### config.mk
export PLATFORM = sky130hd
export DESIGN_NAME = cdb_arbiter
export DESIGN_NICKNAME = d
export VERILOG_FILES = /design/src/rtl/cdb_arbiter_pkg.sv /design/src/rtl/cdb_arbiter.sv
export SDC_FILE = /design/constraint.sdc
export NUM_CORES = 1
export LEC_CHECK = 0
export BUFFER_PORTS_ARGS = -buffer_cell sky130_fd_sc_hd__buf_2
export CORE_UTILIZATION = 38
export DETAILED_ROUTE_END_ITERATION = 6
export GPL_TIMING_DRIVEN = 0
export HOLD_SLACK_MARGIN = 0.1
export PLACE_DENSITY = 0.79
export SYNTH_ARGS = -nofsm -noshare
export SYNTH_HDL_FRONTEND = slang
export SYNTH_SLANG_ARGS = --single-unit
### constraint.sdc
create_clock -name clk -period 3.02 [get_ports clk]
set_input_delay 0.453 -clock clk [delete_from_list [all_inputs] [get_ports clk]]
set_output_delay 0.453 -clock clk [all_outputs]
set_load 0.03 [all_outputs]
### src/rtl/cdb_arbiter_pkg.sv
// Shared result packet carried from functional units onto the Common Data Bus.
package cdb_arbiter_pkg;

    typedef struct packed {
        logic [31:0] result;
        logic [3:0]  dest_ROB_entry;
        logic        branch_result;
        logic        load_step1;
    } CDB_packet_t;

endpackage

### src/rtl/cdb_arbiter.sv
// cdb_arbiter: round-robin consumer of functional-unit results, driving one
// registered broadcast per cycle onto the Common Data Bus.
// Optional: define CDB_STATS_EN to add bcast_count / conflict_count outputs.
module cdb_arbiter
    import cdb_arbiter_pkg::*;
#(
    parameter int N_FU = 4
) (
    input  logic                   clk,
    input  logic                   reset,
    input  logic [N_FU-1:0]        fu_valid,
    input  CDB_packet_t [N_FU-1:0] fu_pkt,
    output logic [N_FU-1:0]        fu_yumi,
    input  logic                   cdb_stall,
    input  logic                   flush,
    output logic                   cdb_valid,
    output CDB_packet_t            cdb_pkt
`ifdef CDB_STATS_EN
    ,
    output logic [31:0]            bcast_count,
    output logic [31:0]            conflict_count
`endif
);

    localparam int PTR_W = $clog2(N_FU);
    localparam logic [PTR_W:0] N_FU_W = (PTR_W+1)'(N_FU);

    logic [PTR_W-1:0] rr_ptr;
    logic [PTR_W-1:0] rr_next;
    logic [PTR_W-1:0] grant_idx;
    logic             grant_found;
    logic             grant;
    logic             slot_free;
    logic [PTR_W:0]   scan_pos;

    // A held broadcast blocks the slot only while the ROB is stalling it.
    assign slot_free = !cdb_valid || !cdb_stall;
    assign grant     = reset && !flush && slot_free && grant_found;
    assign rr_next   = (grant_idx == PTR_W'(N_FU-1)) ? '0 : grant_idx + 1'b1;

    // Search requesters starting at rr_ptr, wrapping past the last unit.
    always_comb begin
        grant_found = 1'b0;
        grant_idx   = '0;
        scan_pos    = '0;
        for (int k = 0; k < N_FU; k++) begin
            scan_pos = {1'b0, rr_ptr} + (PTR_W+1)'(k);
            if (scan_pos >= N_FU_W) begin
                scan_pos = scan_pos - N_FU_W;
            end
            if (!grant_found && fu_valid[scan_pos[PTR_W-1:0]]) begin
                grant_found = 1'b1;
                grant_idx   = scan_pos[PTR_W-1:0];
            end
        end
    end

    // Consume strobes: flush drains every pending unit, otherwise one-hot grant.
    always_comb begin
        fu_yumi = '0;
        if (!reset) begin
            fu_yumi = '0;
        end else if (flush) begin
            fu_yumi = fu_valid;
        end else if (grant) begin
            fu_yumi = N_FU'(1) << grant_idx;
        end
    end

    // Broadcast register and round-robin pointer.
    always_ff @(posedge clk or negedge reset) begin
        if (!reset) begin
            cdb_valid <= 1'b0;
            cdb_pkt   <= '0;
            rr_ptr    <= '0;
        end else if (flush) begin
            cdb_valid <= 1'b0;
            rr_ptr    <= '0;
        end else if (slot_free) begin
            if (grant) begin
                cdb_valid <= 1'b1;
                cdb_pkt   <= fu_pkt[grant_idx];
                rr_ptr    <= rr_next;
            end else begin
                cdb_valid <= 1'b0;
            end
        end
    end

`ifdef CDB_STATS_EN
    // Broadcast and contention counters; cleared only by reset, never by flush.
    always_ff @(posedge clk or negedge reset) begin
        if (!reset) begin
            bcast_count    <= '0;
            conflict_count <= '0;
        end else begin
            if (grant) begin
                bcast_count <= bcast_count + 32'd1;
            end
            if (slot_free && ($countones(fu_valid) > 1)) begin
                conflict_count <= conflict_count + 32'd1;
            end
        end
    end
`endif

endmodule
==> reports/summary.md, run 1 <==
Of all nets on the critical path, the largest fanout is 46. Hold repair after CTS inserted 0 buffers. Setup repair after global routing left no endpoint under its margin. For the highest clock frequency the design can meet, the log shows 0.3548 GHz. The part of the power in combinational logic came out at 0.473. The relative contribution of sequential cells to total power is 0.342. The post-route antenna net violation count is 0.

After detailed routing, the met3 layer carries 830 um of wire. The die is 93.36 um tall. The floorplan step set the die width to 93.36 um. The library cells used most frequently in the layout, excluding fill and tap cells, are 208 x sky130_fd_sc_hd__buf_2, 41 x sky130_fd_sc_hd__dfrtp_1, 40 x sky130_fd_sc_hd__a21oi_1.

After detailed routing, the number of vias per cell comes to 5.889. The portion of total power attributed to the clock network is 0.184. The run finished with clean final reports. The latest clock arrival within the worst-skew pair came out at 0.29 ns. The fraction of the mapped netlist area in simple logic gates is 0.1254. The max-slew violation count is 0. From synthesis to final layout, the design area changed by 39.17%. Setup violations remaining at the end of the flow were counted as 0.

The average wire per standard cell came out at 18.42 um. The count of inserted antenna diode cells came out at 0. The run gives 2 as the buffer levels on the longest clock path. The buffer type at the clock tree root was sky130_fd_sc_hd__clkbuf_8.

The total core area was 7888 um2. The headroom to the max-slew limit is 0.6063, and the placement row count is 32. The sum of internal, switching and leakage power is 2.193 mW. The first detailed-routing pass ran for 5 iterations. After synthesis, the largest family of logic cells by area is compound AO/OA/AOI/OAI gates. The mux contribution to synthesized area works out to 0.1830. For the number of H-tree branching levels, the log shows 2. Total detailed-routing wirelength: 11,460 um. Max-cap check violation count: 0. The count of boundary I/O pins is 203, and the initial cell density of the core is 0.4021. Entering global routing, the biggest net connects 47 pins. The share of the yosys chip area belonging to registers was 0.3235. Wire segments on met2 add up to 5663 um in the final route.

The first global-routing pass estimated 17,350 um of wire. Summing over every cut layer, the via total after detailed routing is 3,663. Signal routing reaches up to met4. For this run, the post-layout net count is 680. The type of destination of the critical path is a primary output. For the number of sinks driven by the clock tree, the log shows 41. The detailed router put a total of 4761 um of wire on met1.

Data on the critical path is required at its endpoint by 2.57 ns. The most common cell after layout, fill and taps aside was sky130_fd_sc_hd__buf_2. Final-report hold violation count: 0. For this block, the initial DRC count from the detailed router was 181. In this run the power density over the cells is 496.9 nW/um2. The area share of xor/xnor cells in the synthesized design is 0, and the clock-pin slew reported for the worst setup and hold paths after clock tree synthesis is 0.09 ns. The worst min-delay path class was input port to asynchronous set/reset pin.

The run gives 0.8266 as the final estimated routing congestion in global placement. The fraction of the mapped netlist area in compound gates was 0.2974; the share of cells above drive strength 1 was 0.5173. Summed over all nets, the half-perimeter wirelength after detailed placement is 8469 um. Summed over all nets, the switching power comes to 0.8786 mW.

Counting I/O delays and the setup requirement, the final critical path takes 2.818 ns. The number of nets handed over by synthesis was 471. The synthesized area per cell came out at 10.23 um2.

The total DRC errors in the routed layout was 0; the final design utilization was 0.5596. Clock skew on the completed layout was measured at 0.007945 ns. The share of the clock period used by the worst path was 0.9332; the critical path arrival was 2.37 ns. The number of distinct standard cells referenced by the synthesized netlist is 35. Synthesis handed over a netlist of 310 instances. The logs give 8716 um2 for the die footprint and 1.315 mW for the internal power. The adder and majority gate portion of the synthesized area works out to 0.003945. Summed over all cells, the static leakage comes to 2.230 nW.

For the number of global-route vias before repair, the log shows 3,491. The number of buffers added on ports came out at 202. The number of warnings issued by yosys is 0, and the total overflow reported by the global router is 0. Pin slew with the least headroom to its limit: 0.5906 ns.

Counting the buffers created by CTS gives 5. The cell area that synthesis handed to floorplanning was 3172 um2. TritonCTS built the clock tree.

Switching power share of the total: 0.4006. Startpoint class of the critical path: an input port. The synthesized design contains 41 register bits. The total routing resource utilization after global routing came out at 0.2546. The tools report the number of antenna violations at the first check in global routing as 0. The critical path class is input port to primary output.

Largest vdd supply drop: 0.0002499 V.
## state kept, by name (all words and copies together), names as in the netlist
| signal | cells |
|---|---|
| cdb_valid | 1 |
| rr_ptr | 2 |
| cdb_pkt | 38 |
## cell families (layout without fill, tap and decap cells)
group / Yosys count / after routing
buf+inv: 42 / 252
flops: 41 / 41
fa+ha+maj: 1 / 1
mux: 39 / 39
simple gates: 61 / 61
compound gates: 126 / 126
## path summary, 6_finish.rpt
check	end	slack, ns	startpoint	depth (start not counted)
max in group asynchronous	cdb_pkt[29]	2.48	reset	1
setup reg to reg	cdb_pkt[27]	0.77	rr_ptr[1]	7
hold / removal	cdb_pkt[14]	0.14	reset	1
min in group clk	rr_ptr[1]	0.43	flush	2
hold reg to reg	cdb_pkt[5]	0.52	cdb_pkt[5]	1
setup / recovery	fu_yumi[0]	0.20	reset	8
## Yosys cell counts
master                     instances  area share
sky130_fd_sc_hd__dfrtp_1          41        0.32
sky130_fd_sc_hd__a21oi_1          40       0.063
sky130_fd_sc_hd__a221o_1          39        0.12
sky130_fd_sc_hd__mux2_4           38        0.18
sky130_fd_sc_hd__nand4_1          38       0.075
sky130_fd_sc_hd__o31ai_1          38       0.090
sky130_fd_sc_hd__clkbuf_1         25       0.030
sky130_fd_sc_hd__buf_2             7       0.011
sky130_fd_sc_hd__nor2b_1           6       0.012
sky130_fd_sc_hd__buf_6             5       0.018
sky130_fd_sc_hd__nand2_1           3      0.0036
sky130_fd_sc_hd__a22oi_1           2      0.0047
sky130_fd_sc_hd__and2_1            2      0.0039
sky130_fd_sc_hd__buf_4             2      0.0047
sky130_fd_sc_hd__nand3_2           2      0.0063
sky130_fd_sc_hd__nor2_1            2      0.0024
sky130_fd_sc_hd__or2_1             2      0.0039
sky130_fd_sc_hd__a211oi_1          1      0.0024
sky130_fd_sc_hd__a21boi_1          1      0.0024
sky130_fd_sc_hd__a21o_1            1      0.0024
sky130_fd_sc_hd__a221oi_1          1      0.0028
sky130_fd_sc_hd__a32oi_1           1      0.0028
sky130_fd_sc_hd__and3_4            1      0.0036
sky130_fd_sc_hd__buf_1             1      0.0012
sky130_fd_sc_hd__ha_1              1      0.0039
sky130_fd_sc_hd__inv_1             1      0.0012
sky130_fd_sc_hd__inv_2             1      0.0012
sky130_fd_sc_hd__mux2i_1           1      0.0032
sky130_fd_sc_hd__nand2b_1          1      0.0020
sky130_fd_sc_hd__nand3b_1          1      0.0024
sky130_fd_sc_hd__nor2_2            1      0.0020
sky130_fd_sc_hd__nor3_4            1      0.0051
sky130_fd_sc_hd__o21ai_1           1      0.0016
sky130_fd_sc_hd__o21bai_1          1      0.0024
sky130_fd_sc_hd__or4_4             1      0.0036
## final cells by class
type	instances	area, um2
Clock inverter	1	5.005
Inverter	2	7.507
Buffer	40	203.9
Clock buffer	7	96.34
Multi-Input combinational cell	227	1934
Timing Repair Buffer	202	1013
Fill cell	721	3473
Tap cell	102	127.6
Sequential cell	41	1026
## worst max-delay path: stages
cell                      delay (ns)
sky130_fd_sc_hd__buf_4          0.45
sky130_fd_sc_hd__nor2b_1        0.30
sky130_fd_sc_hd__nand3_2        0.16
sky130_fd_sc_hd__a21oi_1        0.25
sky130_fd_sc_hd__buf_2          0.31
sky130_fd_sc_hd__a22oi_1        0.10
sky130_fd_sc_hd__nor2b_1        0.11
sky130_fd_sc_hd__buf_2          0.20
## stage by stage
step                std cells  setup WS, ns  hold WS [ns]  setup TNS [ns]  instance area [um2]
floorplan                 310        0.7455        0.1574               0                 3172
global placement          614      -0.08719        0.4936        -0.08719                 4310
detailed placement        614       -0.1520        0.4964         -0.1520                 4310
CTS                       622        0.1754        0.1575               0                 4414
global route              622       0.03583        0.1749               0                 4414
finish                    622        0.2016        0.1434               0                 4414
## metal layers
metal,vias to the layer above,GRT usage
met5,-,0
met4,0,0.08205
met3,21,0.03252
met2,205,0.4338
met1,1748,0.3335
li1,1689,-
## power by group through the flow
stage | sequential, mW | clock, mW | combinational [mW]
6_report | 0.751 | 0.405 | 1.04
5_1_grt | 0.766 | 0.437 | 1.10
4_1_cts | 0.749 | 0.413 | 1.04
3_5_place_dp | 0.756 | 0 | 1.04
3_3_place_gp | 0.755 | 0 | 1.02
2_1_floorplan | 1.00 | 0 | 0.436
## timing repair
item / 4_1_cts / 5_1_grt
resized for setup: 1 / 0
endpoints found under the setup margin: 1 / 0
endpoints found under the hold margin: 0 / 0
setup buffers: 0 / 0
(Power assumes the default switching activity.)
==> run 2: changes to the inputs <==
ABC_AREA = 1   (was not set)
PLACE_DENSITY = 0.75   (was 0.79)
==> run 2 against run 1 <==
  * Clock skew down 0.0049 ns
  * Non-clock buffer count up 2
  * Die area up 21%
  * Maximum frequency down 0.87%
  * Critical path depth up 6
  * Count of clock-buffer cells in the layout unchanged
  * Worst setup slack worse by 0.025 ns
  * Largest cell class unchanged
==> reports/summary.md, run 2 <==
The flow ran to the end, and the final reports show no timing, DRC or antenna violations. The combined area of all synthesized cells was 3845 um2 (was 3172 um2); the synthesized area per cell was 5.493 um2 (was 10.23 um2). Synth top cells by count: 271 x sky130_fd_sc_hd__nand2_1, 164 x sky130_fd_sc_hd__nand3_1, 162 x sky130_fd_sc_hd__inv_1 (was 41 x sky130_fd_sc_hd__dfrtp_1, 40 x sky130_fd_sc_hd__a21oi_1, 39 x sky130_fd_sc_hd__a221o_1). Most common cell after layout, fill and taps aside: sky130_fd_sc_hd__nand2_1 (was sky130_fd_sc_hd__buf_2). The die width was 102.6 um (was 93.36 um); the count of cells along the worst register-to-register path was 15 (was 7). The run gives -0.06089 ns (was -0.1520 ns) as the post-placement worst setup slack. The tools report the final total negative setup slack as 0 ns (unchanged). TritonCTS built the clock tree. Total CTS buffers: 5 (unchanged). The average wire per standard cell was 12.19 um (was 18.42 um); the max-slew violation count was 0 (unchanged). The number of synthesized flops with an enable pin was 0 (unchanged). Number of sinks driven by the clock tree: 41 (unchanged). The run gives 4 (was 5) as the count of TritonRoute iterations in the first routing pass.

The highest clock frequency the design can meet is 0.3517 GHz (was 0.3548 GHz). The critical path class is flip-flop to primary output (was input port to primary output). The tools report the latest clock arrival within the worst-skew pair as 0.30 ns (was 0.29 ns). The final-report setup violation count was 0 (unchanged); the pin slew with the least headroom to its limit was 0.5618 ns (was 0.5906 ns). The clock-pin slew reported for the worst setup and hold paths after clock tree synthesis is 0.08 ns (was 0.09 ns), and the count of filler cells inserted in the layout is 1,107 (was 721).

The run gives 0 (unchanged) as the number of antenna violations at the first check in global routing. The share of Yosys cell area claimed by the top area cell type is 0.2668 (was 0.3235). The number of buffers added on ports is 202 (unchanged), and the share of the clock period used by the worst path is 0.9414 (was 0.9332).

The logs give 0.5302 (was 0.5596) for the final design utilization and 0 (unchanged) for the count of inserted antenna diode cells. Cell type with the largest total area after synthesis: sky130_fd_sc_hd__dfrtp_1 (unchanged). Most frequent cells in the layout: 270 x sky130_fd_sc_hd__nand2_1, 216 x sky130_fd_sc_hd__buf_2, 163 x sky130_fd_sc_hd__nand3_1 (was 208 x sky130_fd_sc_hd__buf_2, 41 x sky130_fd_sc_hd__dfrtp_1, 40 x sky130_fd_sc_hd__a21oi_1). The startpoint class of the critical path is a flip-flop (was an input port). Total core area: 9774 um2 (was 7888 um2). The number of distinct standard cells referenced by the synthesized netlist is 19 (was 35), and the maximum net fanout on the critical path is 10 (was 46). Largest regs: cdb_pkt x38, rr_ptr x2, cdb_valid x1 (unchanged). The part of the power in combinational logic was 0.764 (was 0.473). The main flop type after synthesis was sky130_fd_sc_hd__dfrtp_1 (unchanged).

The logs give 0 (unchanged) for the number of warnings issued by yosys and 4,218 (was 3,491) for the number of global-route vias before repair. The portion of total power attributed to the clock network was 0.079 (was 0.184). The logs give 2 (unchanged) for the buffer levels on the longest clock path and 0.9119 (was 0.8266) for the final estimated routing congestion in global placement. The net count after synthesis is 861 (was 471).

The tools report the leakage power of the design as 3.555 nW (was 2.230 nW). The total routing resource utilization after global routing is 0.2389 (was 0.2546). The post-route antenna net violation count is 0 (unchanged), and the critical path arrival is 2.39 ns (was 2.37 ns).

The worst setup slack after layout came out at 0.1769 ns (was 0.2016 ns). The internal power was 2.659 mW (was 1.315 mW). The number of synthesized register bits works out to 41 (unchanged). The logs give 0 (unchanged) for the total overflow reported by the global router and 3.411 mW (was 0.8786 mW) for the total net switching power. The total detailed-routing wirelength is 12,720 um (was 11,460 um).

The placement row count was 36 (was 32). The max-cap check violation count is 0 (unchanged). Maximum number of pins on one net before global-route repair: 44 (was 47). The relative contribution of sequential cells to total power was 0.157 (was 0.342). The die footprint was 10,520 um2 (was 8716 um2). The sequential cell area came out at 1026 um2 (unchanged). The switching power share of the total is 0.5619 (was 0.4006), and the setup fix buffers added after clock tree synthesis is 0 (unchanged). The flip-flop count of the largest register after layout came out at 38 (unchanged). The run gives 0.2668 (was 0.3235) as the share of the yosys chip area belonging to registers.

For the number of H-tree branching levels, the log shows 2 (unchanged). Post-route clock skew: 0.003044 ns (was 0.007945 ns). Worst endpoint required time: 2.57 ns (about the same).

The HPWL reported at the end of detailed placement is 9619 um (was 8469 um). The endpoint of the worst register-to-register path is cdb_pkt[30] (was cdb_pkt[27]). The tools report the count of boundary I/O pins as 203 (unchanged).

The worst setup path endpoint was fu_yumi[0] (unchanged). The vertical die dimension works out to 102.6 um (was 93.36 um). The worst min-delay path class was input port to asynchronous set/reset pin (unchanged).

The initial DRC count was 212 (was 181); the final critical delay including setup and external delays was 2.843 ns (was 2.818 ns). The run gives 0.85 ns (was 0.77 ns) as the reg2reg setup slack. The post-layout net count was 1,070 (was 680). The final non-filler cell total is 1,043 (was 622), and the headroom to the max-slew limit is 0.6255 (was 0.6063).

The sum of internal, switching and leakage power is 6.070 mW (was 2.193 mW), and the share of cells above drive strength 1 is 0.2758 (was 0.5173). For the final-report hold violation count, the log shows 0 (unchanged). Buffer type at the clock tree root: sky130_fd_sc_hd__clkbuf_8 (unchanged). The via count of the routed design was 4,722 (was 3,663). The register with the most flip-flops is cdb_pkt (unchanged).

The tools report the worst reg2reg path startpoint as rr_ptr[0] (was rr_ptr[1]). Detailed-route vias per instance: 4.527 (was 5.889). The most used standard cell by instance count after synthesis is sky130_fd_sc_hd__nand2_1 (was sky130_fd_sc_hd__dfrtp_1). The initial cell density of the core is 0.3934 (was 0.4021). The placed cell count came out at 1,035 (was 614). Cell types with the largest area share after synthesis: sky130_fd_sc_hd__dfrtp_1 27%, sky130_fd_sc_hd__nand2_1 26%, sky130_fd_sc_hd__nand3_1 21% (was sky130_fd_sc_hd__dfrtp_1 32%, sky130_fd_sc_hd__mux2_4 18%, sky130_fd_sc_hd__a221o_1 12%). The type of destination of the critical path is a primary output (unchanged). The tools report the largest vdd supply drop as 0.0004163 V (was 0.0002499 V). The global-route wire length before repair came out at 19,520 um (was 17,350 um). The combined area of the multi-input logic cells was 1967 um2 (was 1934 um2); the area growth from synthesis to layout was 34.79% (was 39.17%). The total DRC errors in the routed layout is 0 (unchanged), and the async set or reset register ratio after synthesis is 1.000 (unchanged).

The cell area power density is 1171 nW/um2 (was 496.9 nW/um2), and the number of instances in the synthesized netlist is 700 (was 310). The tools report the startpoint of the worst setup timing path as rr_ptr[0] (was reset).
run 2: cell count changes after synthesis, sizes merged, moves of 19 or more:
| cell | previous run | this run |
|---|---|---|
| nand2 | 3 | 271 |
| a221o | 39 | 0 |
| o31ai | 38 | 0 |
| clkbuf | 25 | 6 |
| mux2 | 38 | 0 |
| inv | 2 | 166 |
| buf | 15 | 36 |
| nand3 | 2 | 166 |
| nand4 | 38 | 0 |
| a21oi | 40 | 4 |
run 2: per-stage QoR:
step	hold slack, ns	instance area [um2]
after floorplan	0.1574	3845
after global placement	0.4564	5022
after detailed placement	0.4595	5022
after CTS	0.1652	5141
after global routing	0.1829	5182
final	0.1362	5182
run 2: repair_timing:
action	CTS	global route
setup endpoints to repair	2	4
hold buffers	0	0
resized for setup	1	12
pin swaps	0	1
run 2: metal layers:
layer	up-vias	track usage	wire length, um
li1	2496	-	-
met1	2033	0.3019	5616
met2	185	0.4267	6161
met3	8	0.03254	831
met4	0	0.06044	108
met5	-	0	0
run 2: layout make-up:
class	count	area share
plain buffers	42	0.05167
multi-input cells	451	0.3795
repair buffers	202	0.1960
clock buffers	7	0.01666
flip-flops and latches	41	0.1980
inverters	166	0.1202
clock inverters	1	0.005794
well taps	133	0.03211
run 2: power groups by stage:
stage               Clock, mW  Sequential, mW  Combinational [mW]
global placement            0           0.956                4.55
finish                  0.477           0.953                4.64
detailed placement          0           0.955                4.58
global route            0.508           0.982                5.19
floorplan                   0            1.43                2.86
CTS                     0.488           0.950                4.59
run 2: worst min-delay path by stage:
| stage | cells past startpoint | from | slack (ns) | endpoint |
|---|---|---|---|---|
| after CTS | 1 | reset | 0.17 | cdb_pkt[0] |
| after floorplan | 0 | reset | 0.16 | cdb_pkt[0] |
| after detailed placement | 2 | cdb_pkt[3] | 0.46 | cdb_pkt[3] |
| final | 1 | reset | 0.14 | cdb_pkt[0] |
| after global routing | 1 | reset | 0.18 | cdb_pkt[0] |
| after global placement | 2 | cdb_pkt[27] | 0.46 | cdb_pkt[27] |
run 2: cell families (layout without fill, tap and decap cells):
kind of cell,Yosys count,count (layout),synth area share
flops,41,41,0.2668
fa+ha+maj,1,1,0.003254
buf+inv,208,418,0.2288
simple gates,442,442,0.4894
compound gates,8,8,0.01171
run 2: critical path, stage by stage, from the launching register on:
cell and delay (ns):
sky130_fd_sc_hd__dfrtp_1 0.40, sky130_fd_sc_hd__inv_2 0.06, sky130_fd_sc_hd__buf_4 0.16, sky130_fd_sc_hd__nand2_1 0.06
sky130_fd_sc_hd__nand2_1 0.09, sky130_fd_sc_hd__nand2_1 0.07, sky130_fd_sc_hd__nand2_1 0.13, sky130_fd_sc_hd__nor2_4 0.06
sky130_fd_sc_hd__nand3_1 0.08, sky130_fd_sc_hd__nand3_2 0.14, sky130_fd_sc_hd__inv_1 0.13, sky130_fd_sc_hd__buf_2 0.24
sky130_fd_sc_hd__nand3_1 0.11, sky130_fd_sc_hd__a21oi_1 0.14, sky130_fd_sc_hd__buf_2 0.21
